--- src/rtl/core_stim_driver.sv ---
// Host-side initiator for the core's op/in/out protocol.
// Issues op codes from an op ROM, streams load bytes from a data ROM for mode-0 ops,
// and checks every core output beat against a golden ROM.
module core_stim_driver #(
  parameter int unsigned OP_NUM   = 41,
  parameter int unsigned LOAD_LEN = 2048,
  parameter int unsigned OP_AW    = 10,
  parameter int unsigned IN_AW    = 11,
  parameter int unsigned GD_AW    = 12
) (
  input  logic             i_clk,
  input  logic             i_rst_n,
  input  logic             i_start,
  output logic             o_op_valid,
  output logic [3:0]       o_op_mode,
  input  logic             i_op_ready,
  output logic             o_in_valid,
  output logic [7:0]       o_in_data,
  input  logic             i_in_ready,
  input  logic             i_out_valid,
  input  logic [13:0]      i_out_data,
  output logic [OP_AW-1:0] o_op_addr,
  input  logic [3:0]       i_op_rdata,
  output logic [IN_AW-1:0] o_in_addr,
  input  logic [7:0]       i_in_rdata,
  output logic [GD_AW-1:0] o_gd_addr,
  input  logic [13:0]      i_gd_rdata,
  output logic             o_done,
  output logic [15:0]      o_err_cnt,
  output logic [GD_AW-1:0] o_out_cnt
);

  typedef enum logic [2:0] {
    StIdle,
    StWaitRdy,
    StIssue,
    StLoad,
    StNext,
    StDone
  } state_e;

  localparam logic [OP_AW-1:0] OpLast = OP_AW'(OP_NUM - 1);
  localparam logic [IN_AW-1:0] LdLast = IN_AW'(LOAD_LEN - 1);

  state_e           state_q, state_d;
  logic             op_valid_q, op_valid_d;
  logic [3:0]       op_mode_q, op_mode_d;
  logic [OP_AW-1:0] op_idx_q, op_idx_d;
  logic [IN_AW-1:0] ld_idx_q, ld_idx_d;
  logic             in_valid_q, in_valid_d;
  logic             done_q, done_d;
  logic [GD_AW-1:0] out_cnt_q, out_cnt_d;
  logic [15:0]      err_cnt_q, err_cnt_d;

  logic in_accept;
  logic start_ok;

  assign in_accept = in_valid_q & i_in_ready;
  assign start_ok  = i_start & ((state_q == StIdle) | (state_q == StDone));

  // State register and all registered outputs
  always_ff @(posedge i_clk or negedge i_rst_n) begin
    if (!i_rst_n) begin
      state_q    <= StIdle;
      op_valid_q <= 1'b0;
      op_mode_q  <= 4'd0;
      op_idx_q   <= '0;
      ld_idx_q   <= '0;
      in_valid_q <= 1'b0;
      done_q     <= 1'b0;
      out_cnt_q  <= '0;
      err_cnt_q  <= '0;
    end else begin
      state_q    <= state_d;
      op_valid_q <= op_valid_d;
      op_mode_q  <= op_mode_d;
      op_idx_q   <= op_idx_d;
      ld_idx_q   <= ld_idx_d;
      in_valid_q <= in_valid_d;
      done_q     <= done_d;
      out_cnt_q  <= out_cnt_d;
      err_cnt_q  <= err_cnt_d;
    end
  end

  // Next-state logic
  always_comb begin
    state_d = state_q;
    case (state_q)
      StIdle, StDone: if (i_start) state_d = StWaitRdy;
      StWaitRdy:      if (i_op_ready) state_d = StIssue;
      StIssue:        state_d = (op_mode_q == 4'd0) ? StLoad : StNext;
      StLoad:         if (in_accept && (ld_idx_q == LdLast)) state_d = StNext;
      StNext:         state_d = (op_idx_q == OpLast) ? StDone : StWaitRdy;
      default:        state_d = StIdle;
    endcase
  end

  // Output and datapath next values, including the output-beat checker
  always_comb begin
    op_valid_d = op_valid_q;
    op_mode_d  = op_mode_q;
    op_idx_d   = op_idx_q;
    ld_idx_d   = ld_idx_q;
    in_valid_d = in_valid_q;
    done_d     = done_q;
    out_cnt_d  = out_cnt_q;
    err_cnt_d  = err_cnt_q;

    case (state_q)
      StWaitRdy: begin
        if (i_op_ready) begin
          op_valid_d = 1'b1;
          op_mode_d  = i_op_rdata;
        end
      end
      StIssue: begin
        op_valid_d = 1'b0;
        if (op_mode_q == 4'd0) begin
          ld_idx_d   = '0;
          in_valid_d = 1'b1;
        end
      end
      StLoad: begin
        if (in_accept) begin
          ld_idx_d = ld_idx_q + 1'b1;
          if (ld_idx_q == LdLast) in_valid_d = 1'b0;
        end
      end
      StNext: begin
        if (op_idx_q == OpLast) done_d = 1'b1;
        else                    op_idx_d = op_idx_q + 1'b1;
      end
      default: ;
    endcase

    // Checker runs in every state but IDLE so trailing beats after DONE still count
    if ((state_q != StIdle) && i_out_valid) begin
      out_cnt_d = out_cnt_q + 1'b1;
      if ((i_out_data != i_gd_rdata) && (err_cnt_q != 16'hFFFF)) begin
        err_cnt_d = err_cnt_q + 1'b1;
      end
    end

    // A new run clears the counters, taking priority over a same-cycle beat
    if (start_ok) begin
      op_idx_d  = '0;
      out_cnt_d = '0;
      err_cnt_d = '0;
      done_d    = 1'b0;
    end
  end

  assign o_op_valid = op_valid_q;
  assign o_op_mode  = op_mode_q;
  assign o_in_valid = in_valid_q;
  assign o_in_data  = i_in_rdata;
  assign o_op_addr  = op_idx_q;
  assign o_in_addr  = ld_idx_q;
  assign o_gd_addr  = out_cnt_q;
  assign o_done     = done_q;
  assign o_err_cnt  = err_cnt_q;
  assign o_out_cnt  = out_cnt_q;

endmodule

--- config.mk ---
export PLATFORM = sky130hd
export DESIGN_NAME = core_stim_driver
export DESIGN_NICKNAME = d
export VERILOG_FILES = /design/src/rtl/core_stim_driver.sv
export SDC_FILE = /design/constraint.sdc
export NUM_CORES = 1
export LEC_CHECK = 0
export CAP_MARGIN = 20
export CORE_ASPECT_RATIO = 2
export CORE_MARGIN = 2
export CORE_UTILIZATION = 49
export DETAILED_ROUTE_END_ITERATION = 6
export MAX_ROUTING_LAYER = met4
export PLACE_DENSITY = 0.89
export SKIP_LAST_GASP = 1
export SYNTH_ARGS = -nofsm -noshare
export SYNTH_HDL_FRONTEND = slang
export SYNTH_SLANG_ARGS = --single-unit
--- constraint.sdc ---
create_clock -name i_clk -period 4.02 [get_ports i_clk]
set_clock_uncertainty 0.2 [all_clocks]
set_input_delay 0.804 -clock i_clk [delete_from_list [all_inputs] [get_ports i_clk]]
set_output_delay 0.804 -clock i_clk [all_outputs]
set_load 0.03 [all_outputs]
==> Yosys cells after proc, flatten, opt, wreduce, memory -nomap -nowiden <==
Index checks and enable logic that the tools add are counted.
{ "classes": {"addsub": 4, "n_lt_le_gt_ge": 0, "reduce_logical": 21, "n_mux": 26, "n_mul": 0, "n_bitwise": 3, "eq_ne": 16, "shift": 0, "div_mod_pow": 0} }
{ "op_table": {"columns": ["operator", "n"], "rows": [
  ["2-to-1 mux 16 bit", 3],
  ["2-to-1 mux 10 bit", 3],
  ["2-to-1 mux 12 bit", 2],
  ["2-to-1 mux 11 bit", 2],
  ["one-hot mux 11 bit (2 select lines)", 1],
  ["adder 16 x 1 -> 16 bit (second input constant)", 1],
  ["inequality test 16 bit (second input constant)", 1],
  ["2-to-1 mux 3 bit", 5],
  ["one-hot mux 3 bit (5 select lines)", 1],
  ["inequality test 14 bit", 1],
  ["inequality test 2 bit (second input constant)", 7],
  ["adder 12 x 1 -> 12 bit (second input constant)", 1],
  ["nonzero test 2 bit", 6],
  ["adder 11 x 1 -> 11 bit (second input constant)", 1],
  ["== test 11 bit (second input constant)", 1],
  ["adder 10 x 1 -> 10 bit (second input constant)", 1],
  ["== test 10 x 6 -> 1 bit (second input constant)", 1],
  ["AND reduction 2 bit", 5],
  ["2-to-1 mux 1 bit", 7],
  ["== test 3 x 2 -> 1 bit (second input constant)", 2],
  ["== test 3 bit (second input constant)", 2],
  ["AND reduction 3 bit", 2],
  ["logical NOT 4 bit", 1],
  ["one-hot mux 1 bit (2 select lines)", 2],
  ["other kinds (8)", 11]
]} }
{ "word_totals": {"mem_bits_rw": 0, "word_cells": 79, "out_inout_bits": 76, "latchBits": 0, "ff_bits": 59, "romBits": 0, "memories": 0, "input_bits": 46} }

==> Longest topological paths before layout <==
{ "depth": {"ltp_word": 5, "depth_mapped": 8, "depth_no_buf": 7} }

==> Worst setup path after synthesis <==
Ideal clock, no wire load.
{ "synth_path": {"kind": "in2reg", "startpoint": "input i_gd_rdata[3]", "endpoint": "register err_cnt_q[7] (netlist: o_err_cnt[7])", "arrival_time_ps": 2063, "path_buffers": 2, "slack_ps": 1679, "setup_ps": 78, "required_time_ps": 3742, "path_stages": 7, "cell_sequence": "xnor2_1 nand4_1 nor4_1 clkbuf_1 buf_2 o21ai_0 a21oi_1"} }
{ "synth_via": {"elab_chain_cells": 4} }
{ "synth_rtl": {"columns": ["element", "line", "text"], "rows": [
  ["start, declared", "27", "input logic [13:0] i_gd_rdata,"],
  ["inequality test 14 bit", "140", "if ((i_out_data != i_gd_rdata) && (err_cnt_q != 16'hFFFF)) begin"],
  ["logical AND 1 bit", "140", null],
  ["nonzero test 2 bit (no source line)", null, null],
  ["AND reduction 2 bit (no source line)", null, null],
  ["end signal, assigned", "82", "err_cnt_q <= err_cnt_d;"],
  ["end, declared", "53", "logic [15:0] err_cnt_q, err_cnt_d;"]
]} }
Every way passes these cells.
A chain may end at the register's enable or synchronous reset.

==> Worst setup path in the final report <==
{ "layout_path": {"startpoint": "input i_out_valid", "endpoint": "register err_cnt_q[6] (netlist: o_err_cnt[6])"} }
{ "layout_via": {"elab_chain_cells": 3} }
{ "layout_rtl": {"columns": ["element", "line", "text"], "rows": [
  ["start, declared", "20", "input logic i_out_valid,"],
  ["logical AND 1 bit", "138", "if ((state_q != StIdle) && i_out_valid) begin"],
  ["nonzero test 2 bit (no source line)", null, null],
  ["AND reduction 2 bit (no source line)", null, null]
]} }
Every way passes these cells.

==> results.py <==
metrics = {
    "status": {
        "status": "completed",
    },
    "pwr": {
        "seq_power_share": 0.345,
        "p_switching_w": 0.000921,
        "intPower_w": 0.00155,
        "fin_total_pwr_w": 0.00247,
        "pwr_density_cell_nw_per_um2": 524,
        "ir_worst_vdd_mv": 0.459,
        "power.share.combinational": 0.358,
        "pwr-share-clk": 0.297,
        "p_sw_frac": 0.373,
        "p_leak_nw": 1.92,
    },
    "detailed_routing": {
        "drc": 0,
        "wl_per_cell_um": 16.5,
        "dr.pass1.iters": 4,
        "routed_wl_mm": 8.90,
        "vias_per_cell": 5.70,
        "vias": 3070,
        "drtIter0Drc": 195,
        "drtAntennaViolNets": 0,
    },
    "synthesis": {
        "ys_types": 44,
        "synth-async-reset-ratio": 1.00,
        "ys_ff_latch": 59,
        "synth_edf_count": 0,
        "ys_seq_area_frac": 0.429,
        "yosys_warnings": 0,
        "syn_area_um2": 3440,
        "syn_nets": 413,
        "syn_avg_cell_area_um2": 9.52,
        "ys.flop_type": "dfrtp_1",
        "syn_inst": 362,
    },
    "timing": {
        "tightest_slew_ns": 1.06,
        "maxSlewHeadroom": 0.294,
        "slew_viol_final": 0,
        "min_period_ns": 2.91,
        "final_hold_viol_count": 0,
        "finalSetupTns_ns": 0,
        "setup_viol": 0,
        "final.period_utilization": 0.724,
        "grt_setup_unrepaired": "no",
        "fin_hold_ws_ns": 0.103,
        "finalWorstSetupSlack_ns": 1.11,
        "clock.fmax_mhz": 344,
    },
    "clocking": {
        "cts_root_buf": "clkbuf_16",
        "cts_buffers": 9,
        "cts-resized-gates": 0,
        "cts_setup_buffers": 0,
        "cts_sinks": 59,
        "clk_latency_ns": 0.33,
        "clk_pin_slew_ns": 0.05,
        "cts_buffer_depth": 2,
        "cts_max_level": 3,
        "hold_buffers": 0,
        "cts_tree": "yes",
    },
    "hold_path": {
        "min_path_type": "input pin to async pin",
    },
    "global_route": {
        "grt_use_total": 0.247,
        "grt_max_degree": 46,
        "grt_pass1_wl_mm": 14.3,
        "antenna_found_initial": 0,
        "overflow": 0,
        "grt_pass1_vias": 3048,
    },
    "setup_path": {
        "crit_type": "input pin to flop",
        "slowest_delay_ns": 0.74,
        "cpMaxStageDelayCell": "or4_2",
        "path_max_fanout": 20,
        "required_ns": 4.05,
        "crit_chain": "clkdlybuf4s50_1, o31a_1, nand2_1, or4_2, a21oi_1",
        "critPathCaptureType": "flop",
        "crit_path_start_kind": "input pin",
        "cp.arrival_ns": 2.94,
    },
    "final_layout": {
        "syn_to_final_growth_pct": 36.9,
        "finish.utilization": 0.685,
        "final_common_cell": "clkdlybuf4s50_1",
        "final_nets": 497,
        "final_cell_mix": "clkdlybuf4s50_1, dfrtp_1, nor2_1, nand2_1, xnor2_1",
        "antenna-diode-count": 0,
        "drive_gt1_frac": 0.0713,
    },
    "placement": {
        "routabilityCongestion": 0.911,
        "port_buffers": 105,
        "dp_slack_ns": 0.823,
        "place_hpwl_mm": 6.47,
    },
    "die": {
        "row_count": 43,
        "fp.dieArea_um2": 7760,
        "io-pin-count": 122,
        "die_x_um": 63.3,
        "die_h_um": 123,
        "core_um2": 6890,
        "initial_core_util": 0.500,
    },
    "flow_run": {
        "maxCapViolCount": 0,
    },
}
-- power by group through the flow --
stage,Sequential (W),Combinational [W],Clock [W]
2_1_floorplan,0.000957,0.000468,0
3_3_place_gp,0.000845,0.000858,0
3_5_place_dp,0.000856,0.000881,0
4_1_cts,0.000847,0.000889,0.000748
5_1_grt,0.000871,0.000947,0.000774
6_report,0.000851,0.000883,0.000734
-- flip-flops by register name (all words and copies together), names as in the netlist --
name        flops
o_op_mode       4
o_in_addr      11
o_op_addr      10
o_done          1
o_op_valid      1
o_err_cnt      16
o_in_valid      1
o_gd_addr      12
state_q         3
-- synthesized netlist by cell type, types with 6 or more instances --
master	n	area, um^2
a21oi_1	17	85.1
and3_1	11	68.8
buf_4	21	158
clkbuf_1	10	37.5
dfrtp_1	59	1480
inv_1	6	22.5
mux2_2	6	67.6
nand2_1	27	101
nand2b_1	6	37.5
nand3_1	16	80.1
nand4_1	19	119
nor2_1	29	109
nor3_1	6	30.0
o21ai_0	9	45.0
o31ai_1	9	67.6
or3_1	6	37.5
or4_1	10	75.1
xnor2_1	22	193
xor2_1	18	158
-- stage by stage --
stage               cells  cell area (um^2)
floorplan             362              3440
global placement      524              4410
detailed placement    524              4410
CTS                   538              4690
global route          539              4710
finish                539              4710
-- worst max-delay path, delay by kind of cell --
kind                   cells  cell delay [ns]
buffers and inverters      1             0.52
AND/OR/NAND/NOR            2             1.16
AO/OA/AOI/OAI              2             0.46
-- final timing paths --
kind                             startpoint      endpoint  slack (ns)  cells after the start
worst min-delay path                i_rst_n  o_op_addr[8]        0.10                      1
worst max-delay path            i_out_valid  o_err_cnt[6]        1.11                      5
worst max register to register   state_q[0]  o_err_cnt[6]        1.31                      4
max in group asynchronous           i_rst_n  o_in_addr[4]        2.80                      3
min in group i_clk                   o_done        o_done        0.31                      1
worst min register to register       o_done        o_done        0.31                      1
-- kinds of logic (layout without fill, tap and decap cells) --
| logic type | Yosys count | in the layout | synth area share |
|---|---|---|---|
| XOR/XNOR | 40 | 40 | 0.102 |
| flip-flops | 59 | 59 | 0.429 |
| buffers and inverters | 43 | 130 | 0.0716 |
| multiplexers | 9 | 9 | 0.0283 |
| adder cells (fa/ha/maj) | 5 | 5 | 0.0182 |
| AO/OA/AOI/OAI | 51 | 51 | 0.0966 |
| AND/OR/NAND/NOR | 155 | 155 | 0.255 |
-- metal layers --
metal | share of wire | global-route usage | wire length, um
met4 | 0.042 | 0.156 | 370
met3 | 0.042 | 0.0513 | 375
met5 | 0 | - | 0
met2 | 0.56 | 0.432 | 4960
met1 | 0.36 | 0.248 | 3200
-- layout make-up --
class / count / area [um^2]
Fill cell: 587 / 2170
Tap cell: 90 / 113
Clock buffer: 11 / 243
Timing Repair Buffer: 109 / 1090
Multi-Input combinational cell: 260 / 1730
Clock inverter: 3 / 40.0
Inverter: 7 / 26.3
Sequential cell: 59 / 1480
Power figures use the tool's default switching activity.
